$ cat config.mk
export PLATFORM = sky130hd
export DESIGN_NAME = rfft_io_ctrl
export DESIGN_NICKNAME = d
export VERILOG_FILES = /design/src/rtl/rfft_io_ctrl.sv
export SDC_FILE = /design/constraint.sdc
export NUM_CORES = 1
export LEC_CHECK = 0
export BUFFER_PORTS_ARGS = -buffer_cell sky130_fd_sc_hd__buf_4
export CORE_MARGIN = 5
export CORE_UTILIZATION = 40
export CTS_CLUSTER_DIAMETER = 50
export CTS_CLUSTER_SIZE = 28
export DETAILED_ROUTE_END_ITERATION = 8
export PLACE_DENSITY_LB_ADDON = 0.2
export SYNTH_ARGS = -nofsm -noshare
export SYNTH_HDL_FRONTEND = slang
export SYNTH_SLANG_ARGS = --single-unit
$ cat constraint.sdc
create_clock -name clk_i -period 6.1 [get_ports clk_i]
set_input_delay 0.61 -clock clk_i [delete_from_list [all_inputs] [get_ports clk_i]]
set_output_delay 0.61 -clock clk_i [all_outputs]
set_load 0.02 [all_outputs]
$ cat src/rtl/rfft_io_ctrl.sv
// Host-side sequencer for a 4-lane FFT core: streams a frame into the core RAM,
// waits for the core with a timeout, then streams results out through a 2-entry FIFO.
// state   | meaning
// IDLE    | host owns RAM, waiting for the first sample
// LOAD    | sample beats written to core addresses 0..DEPTH-1
// COMPUTE | core owns RAM, timeout timer running
// UNLOAD  | results read back in address order
module rfft_io_ctrl #(
   parameter int WIDTH   = 32,
   parameter int DEPTH   = 64,
   parameter int TIMEOUT = 1023
) (
   input  logic               clk_i,
   input  logic               rst_n_i,
   input  logic               s_valid_i,
   output logic               s_ready_o,
   input  logic [4*WIDTH-1:0] s_data_i,
   output logic               m_valid_o,
   input  logic               m_ready_i,
   output logic [4*WIDTH-1:0] m_data_o,
   output logic               m_last_o,
   output logic               core_input_o,
   output logic               core_write_o,
   output logic [5:0]         core_addr_o,
   output logic [WIDTH-1:0]   core_din0_o,
   output logic [WIDTH-1:0]   core_din1_o,
   output logic [WIDTH-1:0]   core_din2_o,
   output logic [WIDTH-1:0]   core_din3_o,
   input  logic [WIDTH-1:0]   core_dout0_i,
   input  logic [WIDTH-1:0]   core_dout1_i,
   input  logic [WIDTH-1:0]   core_dout2_i,
   input  logic [WIDTH-1:0]   core_dout3_i,
   input  logic               core_done_i,
   output logic               busy_o,
   output logic               err_o
);
   localparam int TW = $clog2(TIMEOUT + 1);
   localparam logic [6:0] DEPTH_C = 7'(DEPTH);
   localparam logic [6:0] LAST_C  = 7'(DEPTH - 1);

   typedef enum logic [1:0] {ST_IDLE, ST_LOAD, ST_COMPUTE, ST_UNLOAD} state_t;

   state_t               state_q, state_d;
   logic [6:0]           beat_cnt_q, beat_cnt_d;
   logic                 wr_en_q, wr_en_d;
   logic [5:0]           wr_addr_q, wr_addr_d;
   logic [4*WIDTH-1:0]   din_q, din_d;
   logic [TW-1:0]        timer_q, timer_d;
   logic                 err_q, err_d;
   logic [6:0]           rd_cnt_q, rd_cnt_d;
   logic                 infl_q, infl_d;
   logic                 infl_last_q, infl_last_d;
   logic [4*WIDTH-1:0]   fifo_data_q [2];
   logic [4*WIDTH-1:0]   fifo_data_d [2];
   logic [1:0]           fifo_last_q, fifo_last_d;
   logic                 wr_ptr_q, wr_ptr_d;
   logic                 rd_ptr_q, rd_ptr_d;
   logic [1:0]           fcnt_q, fcnt_d;

   logic                 accept, pop, issue;
   logic [2:0]           occ;

   assign s_ready_o = (state_q == ST_LOAD) && (beat_cnt_q < DEPTH_C);
   assign accept    = s_valid_i && s_ready_o;
   assign m_valid_o = (fcnt_q != 2'd0);
   assign pop       = m_valid_o && m_ready_i;
   // Occupancy after this cycle's pop, so a steady stream keeps one read in flight.
   assign occ       = {1'b0, fcnt_q} + {2'b00, infl_q} - {2'b00, pop};
   assign issue     = (state_q == ST_UNLOAD) && (rd_cnt_q < DEPTH_C) && (occ < 3'd2);

   always_comb begin
      state_d     = state_q;
      beat_cnt_d  = beat_cnt_q;
      wr_en_d     = accept;
      wr_addr_d   = wr_addr_q;
      din_d       = din_q;
      timer_d     = timer_q;
      err_d       = err_q;
      rd_cnt_d    = rd_cnt_q;
      infl_d      = issue;
      infl_last_d = issue && (rd_cnt_q == LAST_C);
      fifo_data_d = fifo_data_q;
      fifo_last_d = fifo_last_q;
      wr_ptr_d    = wr_ptr_q;
      rd_ptr_d    = rd_ptr_q;
      fcnt_d      = fcnt_q + {1'b0, infl_q} - {1'b0, pop};

      if (accept) begin
         wr_addr_d  = beat_cnt_q[5:0];
         din_d      = s_data_i;
         beat_cnt_d = beat_cnt_q + 7'd1;
      end
      if (issue) rd_cnt_d = rd_cnt_q + 7'd1;
      if (infl_q) begin
         fifo_data_d[wr_ptr_q] = {core_dout3_i, core_dout2_i, core_dout1_i, core_dout0_i};
         fifo_last_d[wr_ptr_q] = infl_last_q;
         wr_ptr_d              = ~wr_ptr_q;
      end
      if (pop) rd_ptr_d = ~rd_ptr_q;

      case (state_q)
         ST_IDLE: begin
            if (s_valid_i) begin
               state_d    = ST_LOAD;
               beat_cnt_d = '0;
               err_d      = 1'b0;
            end
         end
         ST_LOAD: begin
            if (wr_en_q && (beat_cnt_q == DEPTH_C)) begin
               state_d = ST_COMPUTE;
               timer_d = TW'(TIMEOUT - 1);
            end
         end
         ST_COMPUTE: begin
            if (core_done_i) begin
               state_d  = ST_UNLOAD;
               rd_cnt_d = '0;
            end else if (timer_q == '0) begin
               state_d = ST_IDLE;
               err_d   = 1'b1;
            end else begin
               timer_d = timer_q - TW'(1);
            end
         end
         ST_UNLOAD: begin
            if (pop && fifo_last_q[rd_ptr_q]) state_d = ST_IDLE;
         end
         default: state_d = ST_IDLE;
      endcase
   end

   always_ff @(posedge clk_i) begin
      if (!rst_n_i) begin
         state_q     <= ST_IDLE;
         beat_cnt_q  <= '0;
         wr_en_q     <= 1'b0;
         wr_addr_q   <= '0;
         din_q       <= '0;
         timer_q     <= '0;
         err_q       <= 1'b0;
         rd_cnt_q    <= '0;
         infl_q      <= 1'b0;
         infl_last_q <= 1'b0;
         fifo_data_q <= '{default: '0};
         fifo_last_q <= '0;
         wr_ptr_q    <= 1'b0;
         rd_ptr_q    <= 1'b0;
         fcnt_q      <= '0;
      end else begin
         state_q     <= state_d;
         beat_cnt_q  <= beat_cnt_d;
         wr_en_q     <= wr_en_d;
         wr_addr_q   <= wr_addr_d;
         din_q       <= din_d;
         timer_q     <= timer_d;
         err_q       <= err_d;
         rd_cnt_q    <= rd_cnt_d;
         infl_q      <= infl_d;
         infl_last_q <= infl_last_d;
         fifo_data_q <= fifo_data_d;
         fifo_last_q <= fifo_last_d;
         wr_ptr_q    <= wr_ptr_d;
         rd_ptr_q    <= rd_ptr_d;
         fcnt_q      <= fcnt_d;
      end
   end

   assign m_data_o     = fifo_data_q[rd_ptr_q];
   assign m_last_o     = m_valid_o && fifo_last_q[rd_ptr_q];
   assign core_input_o = (state_q != ST_COMPUTE);
   assign core_write_o = wr_en_q;
   assign core_addr_o  = (state_q == ST_UNLOAD) ? rd_cnt_q[5:0] : wr_addr_q;
   assign core_din0_o  = din_q[0*WIDTH +: WIDTH];
   assign core_din1_o  = din_q[1*WIDTH +: WIDTH];
   assign core_din2_o  = din_q[2*WIDTH +: WIDTH];
   assign core_din3_o  = din_q[3*WIDTH +: WIDTH];
   assign busy_o       = (state_q != ST_IDLE);
   assign err_o        = err_q;
endmodule

==> out/results.tsv, run 1 <==
metric	value	unit
number of endpoints with negative hold slack in the final report	0	
clock tree from TritonCTS	done	
f_max	317	MHz
leakage power of the design	9.00	nW
Detailed Routing Iterations Pass 1	5	
count of port buffers added during placement	529	
run status	finished clean	
share of cells above drive strength 1	0.308	
mean post-synth cell area	8.10	sq um
relative max-transition margin	0.190	
max capacitance violation total	0	
placed cell count	2980	
Routed WL per cell	18.4	microns
global routing usage on met1	0.266	
final clock period utilization by the worst path	0.517	
number of enable flip-flop cells after synthesis	0	
final setup violation count	0	
via count of the first global-routing pass	15400	
Tot GR Track Use	0.232	
placed standard-cell area	20900	sq um
Clk Tree Root Cell	sky130_fd_sc_hd__clkbuf_16	
pin count of the biggest net entering global routing	215	
clock skew after layout	12.8	ps
total length of routed wires	56300	microns
Power Density	278	nW/um^2
Post-Synthesis Cells	2056	
data arrival time at the worst-slack endpoint	2540	ps
total grt overflow	0	
cts bufs inserted	45	
critical path launch point type	register	
Die ar.	45800	sq um
hold-fix buffers at CTS	0	
Floorplan Core Area	41000	sq um
worst-case hold slack	281	ps
H-tree levels	2	
Die X	214	microns
number of setup buffers added after CTS	0	
required time reported for the critical path endpoint	5490	ps
standard-cell rows	74	
Iter 0 DRT Violations	1011	
clock tree sinks	426	
Design Area, Final	22400	sq um
commonest register cell after synthesis	sky130_fd_sc_hd__dfxtp_1	
minimum clock period after layout	3150	ps
critical path start-end classification	register to output port	
largest voltage drop on the vdd net	0.000228	V
IO Pins	530	
kind of path behind the tightest hold check	input port to register	
Starting Density	0.406	
worst-margin pin slew	1210	ps
final-stage net count	2763	
DRC violation count after routing	0	
post-synthesis to final-layout area growth	34.8	%
via count of the routed design	15700	
HPWL Detailed	37800	microns
placer congestion estimate	0.872	
number of register bits inferred by synthesis	426	
clock latency on the worst-skew pair	570	ps
max-slew violation count	0	
clock edge transition at the registers on the reported setup and hold paths	70	ps
global routing met3 resource utilization	0.0765	
routing usage on met2	0.398	
die outline height	214	microns
area of the mapped netlist	16700	sq um
post-route ant nets	0	
total negative slack	0	ps
GRT busiest layer	met2	
sequential-to-total area share from yosys stat	0.512	
number of non-filler instances in the completed layout	3068	
unrepaired setup endpoints after global routing	no	
kind of capture point of the worst setup path	output port	
asr flop ratio synth	0	
Post-Synthesis Net Count	2324	
synthesis warning total	0	
number of library cell types mapped by synthesis	56	
global-route wire length before repair	86800	microns
critical path fanouts, max	53	
via density per instance	5.11	
number of buffers on the longest clock path	3	
number of resized instances in the post-cts repair step	0	
antenna violations before repair	5	
worst max-delay path, stage by stage, from the launching register on:
cell	delay [ps]
sky130_fd_sc_hd__dfxtp_4	630
sky130_fd_sc_hd__buf_4	680
sky130_fd_sc_hd__mux2_2	430
sky130_fd_sc_hd__buf_4	160
layout make-up:
| class | count | area (sq um) |
|---|---|---|
| sequential | 426 | 8530 |
| fill | 3785 | 18600 |
| multi-input combinational | 1464 | 7540 |
| tap | 532 | 666 |
| inverter | 17 | 71.3 |
| antenna | 5 | 12.5 |
| timing repair buffer | 541 | 4070 |
| clock inverter | 27 | 299 |
| clock buffer | 56 | 1250 |
path summary, 6_finish.rpt:
kind                                      start                            end  slack, ps  cells past startpoint
hold / removal                     s_data_i[41]         din_q[41]$_SDFFE_PN0P_        280                      3
hold reg to reg   fifo_data_q[119]$_SDFFE_PN0P_  fifo_data_q[119]$_SDFFE_PN0P_        450                      2
setup reg to reg           fcnt_q[1]$_SDFF_PN0_         infl_last_q$_SDFF_PN0_       3210                     10
setup / recovery          rd_ptr_q$_SDFFE_PN0P_                   m_data_o[86]       2950                      3
synthesized netlist by cell type, drive strengths merged, types with 2 or more instances:
cell type	count	area (sq um)
nand2	801	3010
dfxtp	426	8530
a21oi	403	2020
mux2	135	1520
clkbuf	133	499
nor2	18	67.6
inv	17	63.8
buf	16	68.8
nor3	7	40.0
and3	6	42.5
ha	6	75.1
nand3	6	30.0
nor4	6	58.8
o31a	5	45.0
xnor2	5	43.8
a211oi	4	30.0
a311oi	4	35.0
o21ai	4	20.0
or2	4	25.0
a31oi	3	18.8
and2	3	18.8
nand2b	3	18.8
nand4bb	3	33.8
nor2b	3	18.8
nor3b	3	22.5
or4	3	26.3
a311o	2	20.0
and4	2	17.5
mux2i	2	20.0
nand4	2	18.8
nor4bb	2	20.0
o211a	2	20.0
o211ai	2	15.0
or3b	2	20.0
xor2	2	17.5
placed cells by master, fill, tap and decap left out, types with 3 or more instances in the layout:
cell	netlist	routed
sky130_fd_sc_hd__nand2_1	801	800
sky130_fd_sc_hd__buf_4	0	540
sky130_fd_sc_hd__dfxtp_1	426	425
sky130_fd_sc_hd__a21oi_1	403	403
sky130_fd_sc_hd__mux2_2	135	135
sky130_fd_sc_hd__clkbuf_16	0	47
sky130_fd_sc_hd__nor2_1	18	18
sky130_fd_sc_hd__inv_1	17	16
sky130_fd_sc_hd__clkinvlp_4	0	7
sky130_fd_sc_hd__nand3_1	6	6
sky130_fd_sc_hd__nor3_1	6	6
sky130_fd_sc_hd__ha_1	6	6
sky130_fd_sc_hd__diode_2	0	5
sky130_fd_sc_hd__and3_1	5	5
sky130_fd_sc_hd__xnor2_1	5	5
sky130_fd_sc_hd__clkbuf_1	133	5
sky130_fd_sc_hd__clkinv_2	0	5
sky130_fd_sc_hd__inv_6	0	5
sky130_fd_sc_hd__o21ai_0	4	4
sky130_fd_sc_hd__nor4_1	4	4
sky130_fd_sc_hd__o31a_1	4	4
sky130_fd_sc_hd__a211oi_1	4	4
sky130_fd_sc_hd__a311oi_1	4	4
sky130_fd_sc_hd__clkinv_4	0	4
sky130_fd_sc_hd__bufinv_16	0	4
sky130_fd_sc_hd__clkbuf_8	0	4
sky130_fd_sc_hd__inv_8	0	3
sky130_fd_sc_hd__or2_2	3	3
sky130_fd_sc_hd__a31oi_1	3	3
cells by family (layout without fill, tap and decap cells):
group	after synthesis	count (layout)	share of synthesized area
AO/OA/AOI/OAI	437	437	0.138
other	0	5	0
flip-flops	426	426	0.512
AND/OR/NAND/NOR	876	876	0.211
multiplexers	137	137	0.0925
XOR/XNOR	7	7	0.00368
buffers and inverters	166	641	0.0379
adder cells (fa/ha/maj)	7	7	0.00571
report_power, final:
part	leakage (nW)	internal, mW	switching [mW]
logic	4.81	0.240	0.283
clock network	0.742	1.65	1.20
registers	3.44	2.82	0.0389
metrics by stage:
step | util | setup WS, ps | total power [mW]
final | 0.547 | 2950 | 6.23
after global placement | 0.509 | 2990 | 3.44
after floorplan | - | 3310 | 3.18
after global routing | 0.547 | 2840 | 6.47
after detailed placement | 0.509 | 3010 | 3.45
after CTS | 0.547 | 2900 | 6.30
flip-flops by register name (all words and copies together) (netlist names), 2 cells and up, named ones only:
register,cells
din_q,128
wr_addr_q,6
fifo_last_q,2
timer_q,10
rd_cnt_q,7
state_q,2
beat_cnt_q,2
fcnt_q,2
fifo_data_q,256
layer usage:
layer | part of all wire | vias to the layer above | routed length (microns)
met3 | 0.084 | 104 | 4730
met2 | 0.49 | 483 | 27700
met1 | 0.39 | 7441 | 21700
met4 | 0.039 | 0 | 2170
li1 | - | 7662 | -
met5 | 0 | - | 0
No activity file was read; power rests on OpenSTA's default activity.
==> inputs of run 2 (changes only) <==
ABC_AREA = 1   (was unset)
clock period = 2.7 ns   (was 6.1 ns; I/O delays follow)
==> out/results.tsv, run 2 <==
metric	value	unit	change
count of port buffers added during placement	529		unchanged
required time reported for the critical path endpoint	3150	ps	was 5490 ps
beginning of the worst register-to-register path	fcnt_q[1]$_SDFF_PN0_		unchanged
commonest register cell after synthesis	sky130_fd_sc_hd__dfxtp_1		unchanged
post-synthesis to final-layout area growth	49.4	%	was 34.8%
hold-fix buffers at CTS	252		was 0
clock tree sinks	426		unchanged
Routed WL per cell	17.0	microns	was 18.4 microns
final setup violation count	0		unchanged
Detailed Routing Iterations Pass 1	5		unchanged
number of endpoints with negative hold slack in the final report	0		unchanged
hold endpoint	din_q[44]$_SDFFE_PN0P_		was din_q[41]$_SDFFE_PN0P_
number of buffers on the longest clock path	3		unchanged
placed cell count	3336		was 2,980
share of synthesized cell area in full adder, half adder and majority cells	0.00561		was 0.00571
count of fill cells added during filler insertion	3611		was 3,785
via count of the first global-routing pass	18000		was 15,400
leading cell types in the layout, fill and taps excluded	802 x sky130_fd_sc_hd__nor2_1, 542 x sky130_fd_sc_hd__buf_4, 443 x sky130_fd_sc_hd__nand2_1		was 800 x sky130_fd_sc_hd__nand2_1, 540 x sky130_fd_sc_hd__buf_4, 425 x sky130_fd_sc_hd__dfxtp_1
number of setup buffers added after CTS	0		unchanged
number of non-filler instances in the completed layout	3685		was 3,068
run status	finished clean		unchanged
antenna violations before repair	15		was 5
unrepaired setup endpoints after global routing	no		unchanged
Synth area leaders	sky130_fd_sc_hd__dfxtp_1 50%, sky130_fd_sc_hd__nor2_1 18%, sky130_fd_sc_hd__o21ai_0 12%, sky130_fd_sc_hd__nand2_1 9.8%, sky130_fd_sc_hd__clkbuf_1 2.5%		was sky130_fd_sc_hd__dfxtp_1 51%, sky130_fd_sc_hd__nand2_1 18%, sky130_fd_sc_hd__a21oi_1 12%, sky130_fd_sc_hd__mux2_2 9.1%, sky130_fd_sc_hd__clkbuf_1 3.0%
global-route wire length before repair	97100	microns	was 86,800 microns
max-slew violation count	0		unchanged
top cells by count, synth	803 x sky130_fd_sc_hd__nor2_1, 444 x sky130_fd_sc_hd__nand2_1, 426 x sky130_fd_sc_hd__dfxtp_1		was 801 x sky130_fd_sc_hd__nand2_1, 426 x sky130_fd_sc_hd__dfxtp_1, 403 x sky130_fd_sc_hd__a21oi_1
via density per instance	4.99		was 5.11
clock skew after layout	11.3	ps	was 12.8 ps
number of resized instances in the post-cts repair step	0		unchanged
Post-Synthesis Cells	2406		was 2,056
compound-gate portion of the synthesized area	0.133		was 0.138
Clk Tree Root Cell	sky130_fd_sc_hd__clkbuf_16		unchanged
IO Pins	530		unchanged
maximum single-stage delay on the critical path	480	ps	was 680 ps
total grt overflow	0		unchanged
post-route ant nets	0		unchanged
pin count of the biggest net entering global routing	146		was 215
register with the highest flop count	fifo_data_q		unchanged
H-tree levels	2		unchanged
relative max-transition margin	0.524		was 0.190
total negative slack	0	ps	unchanged
asr flop ratio synth	0		unchanged
critical path fanouts, max	9		was 53
critical path start-end classification	register to register		was register to output port
hold-critical path depth	3		unchanged
post-place setup slack	211	ps	was 3010 ps
depth of the most critical reg-to-reg path	11		was 10
largest voltage drop on the vdd net	0.000509	V	was 0.000228 V
number of library cell types mapped by synthesis	37		was 56
f_max	393	MHz	
Starting Density	0.404		was 0.406
minimum clock period after layout	2540	ps	
dominant cell by count in the synthesized netlist	sky130_fd_sc_hd__nor2_1		was sky130_fd_sc_hd__nand2_1
share of cells above drive strength 1	0.217		was 0.308
slowest cell on the critical path	sky130_fd_sc_hd__fa_1		was sky130_fd_sc_hd__buf_4
Register-to-Register Setup Slack	160	ps	was 3210 ps
registers with the most flip-flops	fifo_data_q (256), din_q (128), timer_q (10)		unchanged
XOR/XNOR Fraction of Synth Area	0.000517		was 0.00368
leakage power of the design	11.7	nW	was 9.00 nW
final-stage net count	3365		was 2,763
number of enable flip-flop cells after synthesis	0		unchanged
library cell occupying the most area in the post-synthesis netlist	sky130_fd_sc_hd__dfxtp_1		unchanged
max capacitance violation total	0		unchanged
mean post-synth cell area	7.04	sq um	was 8.10 sq um
final clock period utilization by the worst path	0.942		
Worst Slack Setup Final	158	ps	was 2950 ps
Post-Synthesis Net Count	2674		was 2,324
area of the mapped netlist	16900	sq um	was 16,700 sq um
endpoint of the worst-slack reg-to-reg timing path	rd_cnt_q[3]$_SDFF_PN0_		was infl_last_q$_SDFF_PN0_
post-synthesis mux area share	0		was 0.0925
Bufs and invs on worst path	2		unchanged
kind of path behind the tightest hold check	input port to register		unchanged
DRC violation count after routing	0		unchanged
Crit path max-delay family	adder cells		was buffers and inverters
cts bufs inserted	46		was 45
worst-margin pin slew	714	ps	was 1210 ps
Simple-Gate Fraction of Synth Area	0.301		was 0.211
Die X	216	microns	was 214 microns
Iter 0 DRT Violations	1428		was 1,011
clock tree from TritonCTS	done		unchanged
synthesis warning total	0		unchanged
die outline height	216	microns	was 214 microns
sequential-to-total area share from yosys stat	0.503		was 0.512
total length of routed wires	62700	microns	was 56,300 microns
Die ar.	46600	sq um	was 45,800 sq um
area taken by multi-input logic gates	7480	sq um	was 7540 sq um
kind of capture point of the worst setup path	register		was output port
number of flip-flops in the largest register	256		unchanged
clock edge transition at the registers on the reported setup and hold paths	60	ps	was 70 ps
Tot GR Track Use	0.254		was 0.232
HPWL Detailed	39400	microns	was 37,800 microns
data arrival time at the worst-slack endpoint	2990	ps	was 2540 ps
Floorplan Core Area	41900	sq um	was 41,000 sq um
most frequent standard cell in the layout excluding fill and tap cells	sky130_fd_sc_hd__nor2_1		was sky130_fd_sc_hd__nand2_1
register area	8530	sq um	unchanged
via count of the routed design	18400		was 15,700
Final Power	20.8	mW	was 6.23 mW
placer congestion estimate	0.838		was 0.872
Power Density	823	nW/um^2	was 278 nW/um^2
standard-cell rows	75		was 74
critical path launch point type	register		unchanged
cell-by-cell listing of the critical path	o21a_1 > ha_1 > inv_1 > ha_1 > fa_1 > nor3_2 > nand2_2 > inv_1 > nand3_1 > o21ai_0 > a21oi_1		was buf_4 > mux2_2 > buf_4
total stage count of the critical path	11		was 3
number of register bits inferred by synthesis	426		unchanged
Worst Min Path Start	s_data_i[44]		was s_data_i[41]
clock latency on the worst-skew pair	570	ps	about the same
dominant combinational cell family by area after synthesis	simple AND/OR/NAND/NOR gates		unchanged
area share of the largest cell type after synthesis	0.503		was 0.512
## run 2: tightest hold or removal path: cells and delay by family
kind / cells / cell delay [ps]
buffers and inverters: 1 / 80
and+or+nand+nor: 1 / 110
AOI/OAI and AO/OA: 1 / 120
## run 2: kinds of logic (layout without fill, tap and decap cells)
logic type               count (synthesis)  in the layout
flip-flops                             426            426
other                                    0             16
XOR/XNOR                                 1              1
adder cells (fa/ha/maj)                  7              7
AND/OR/NAND/NOR                       1315           1315
AO/OA/AOI/OAI                          442            442
buffers and inverters                  215            939
## run 2: worst max-delay path by stage
stage	from	end	slack, ps
final	fcnt_q[1]$_SDFF_PN0_	rd_cnt_q[3]$_SDFF_PN0_	160
after global routing	fcnt_q[1]$_SDFF_PN0_	rd_cnt_q[3]$_SDFF_PN0_	80
after CTS	fcnt_q[1]$_SDFF_PN0_	rd_cnt_q[3]$_SDFF_PN0_	190
after global placement	fcnt_q[1]$_SDFF_PN0_	rd_cnt_q[3]$_SDFF_PN0_	360
after floorplan	fcnt_q[1]$_SDFF_PN0_	rd_cnt_q[3]$_SDFF_PN0_	500
after detailed placement	fcnt_q[1]$_SDFF_PN0_	rd_cnt_q[3]$_SDFF_PN0_	210
## run 2: per-layer routing
metal	up-vias	track usage	share of wire
li1	8996	-	-
met1	8518	0.308	0.40
met2	691	0.423	0.48
met3	166	0.0695	0.079
met4	0	0.109	0.045
met5	-	0	0
## run 2: metrics by stage
step                      area [sq um]  utilization  hold slack, ps
after floorplan                  16900            -             405
after global placement           21200        0.505             438
after detailed placement         21200        0.505             444
after CTS                        25300        0.603            15.2
after global routing             25300        0.604            26.1
final                            25300        0.604            38.0
## run 2: power breakdown
part	total, mW	internal (mW)	switching, mW	leakage (nW)
combinational	6.68	2.53	4.15	7.45
sequential	7.67	7.15	0.520	3.46
clock	6.48	3.77	2.71	0.770
## run 2: final cells by class
| cell class | instances | share of cell area |
|---|---|---|
| flip-flops and latches | 426 | 0.337 |
| multi-input cells | 1765 | 0.295 |
| repair buffers | 806 | 0.270 |
| clock buffers | 58 | 0.0516 |
| well taps | 539 | 0.0266 |
| clock inverters | 23 | 0.0101 |
| inverters | 52 | 0.00820 |
| diodes | 16 | 0.00158 |
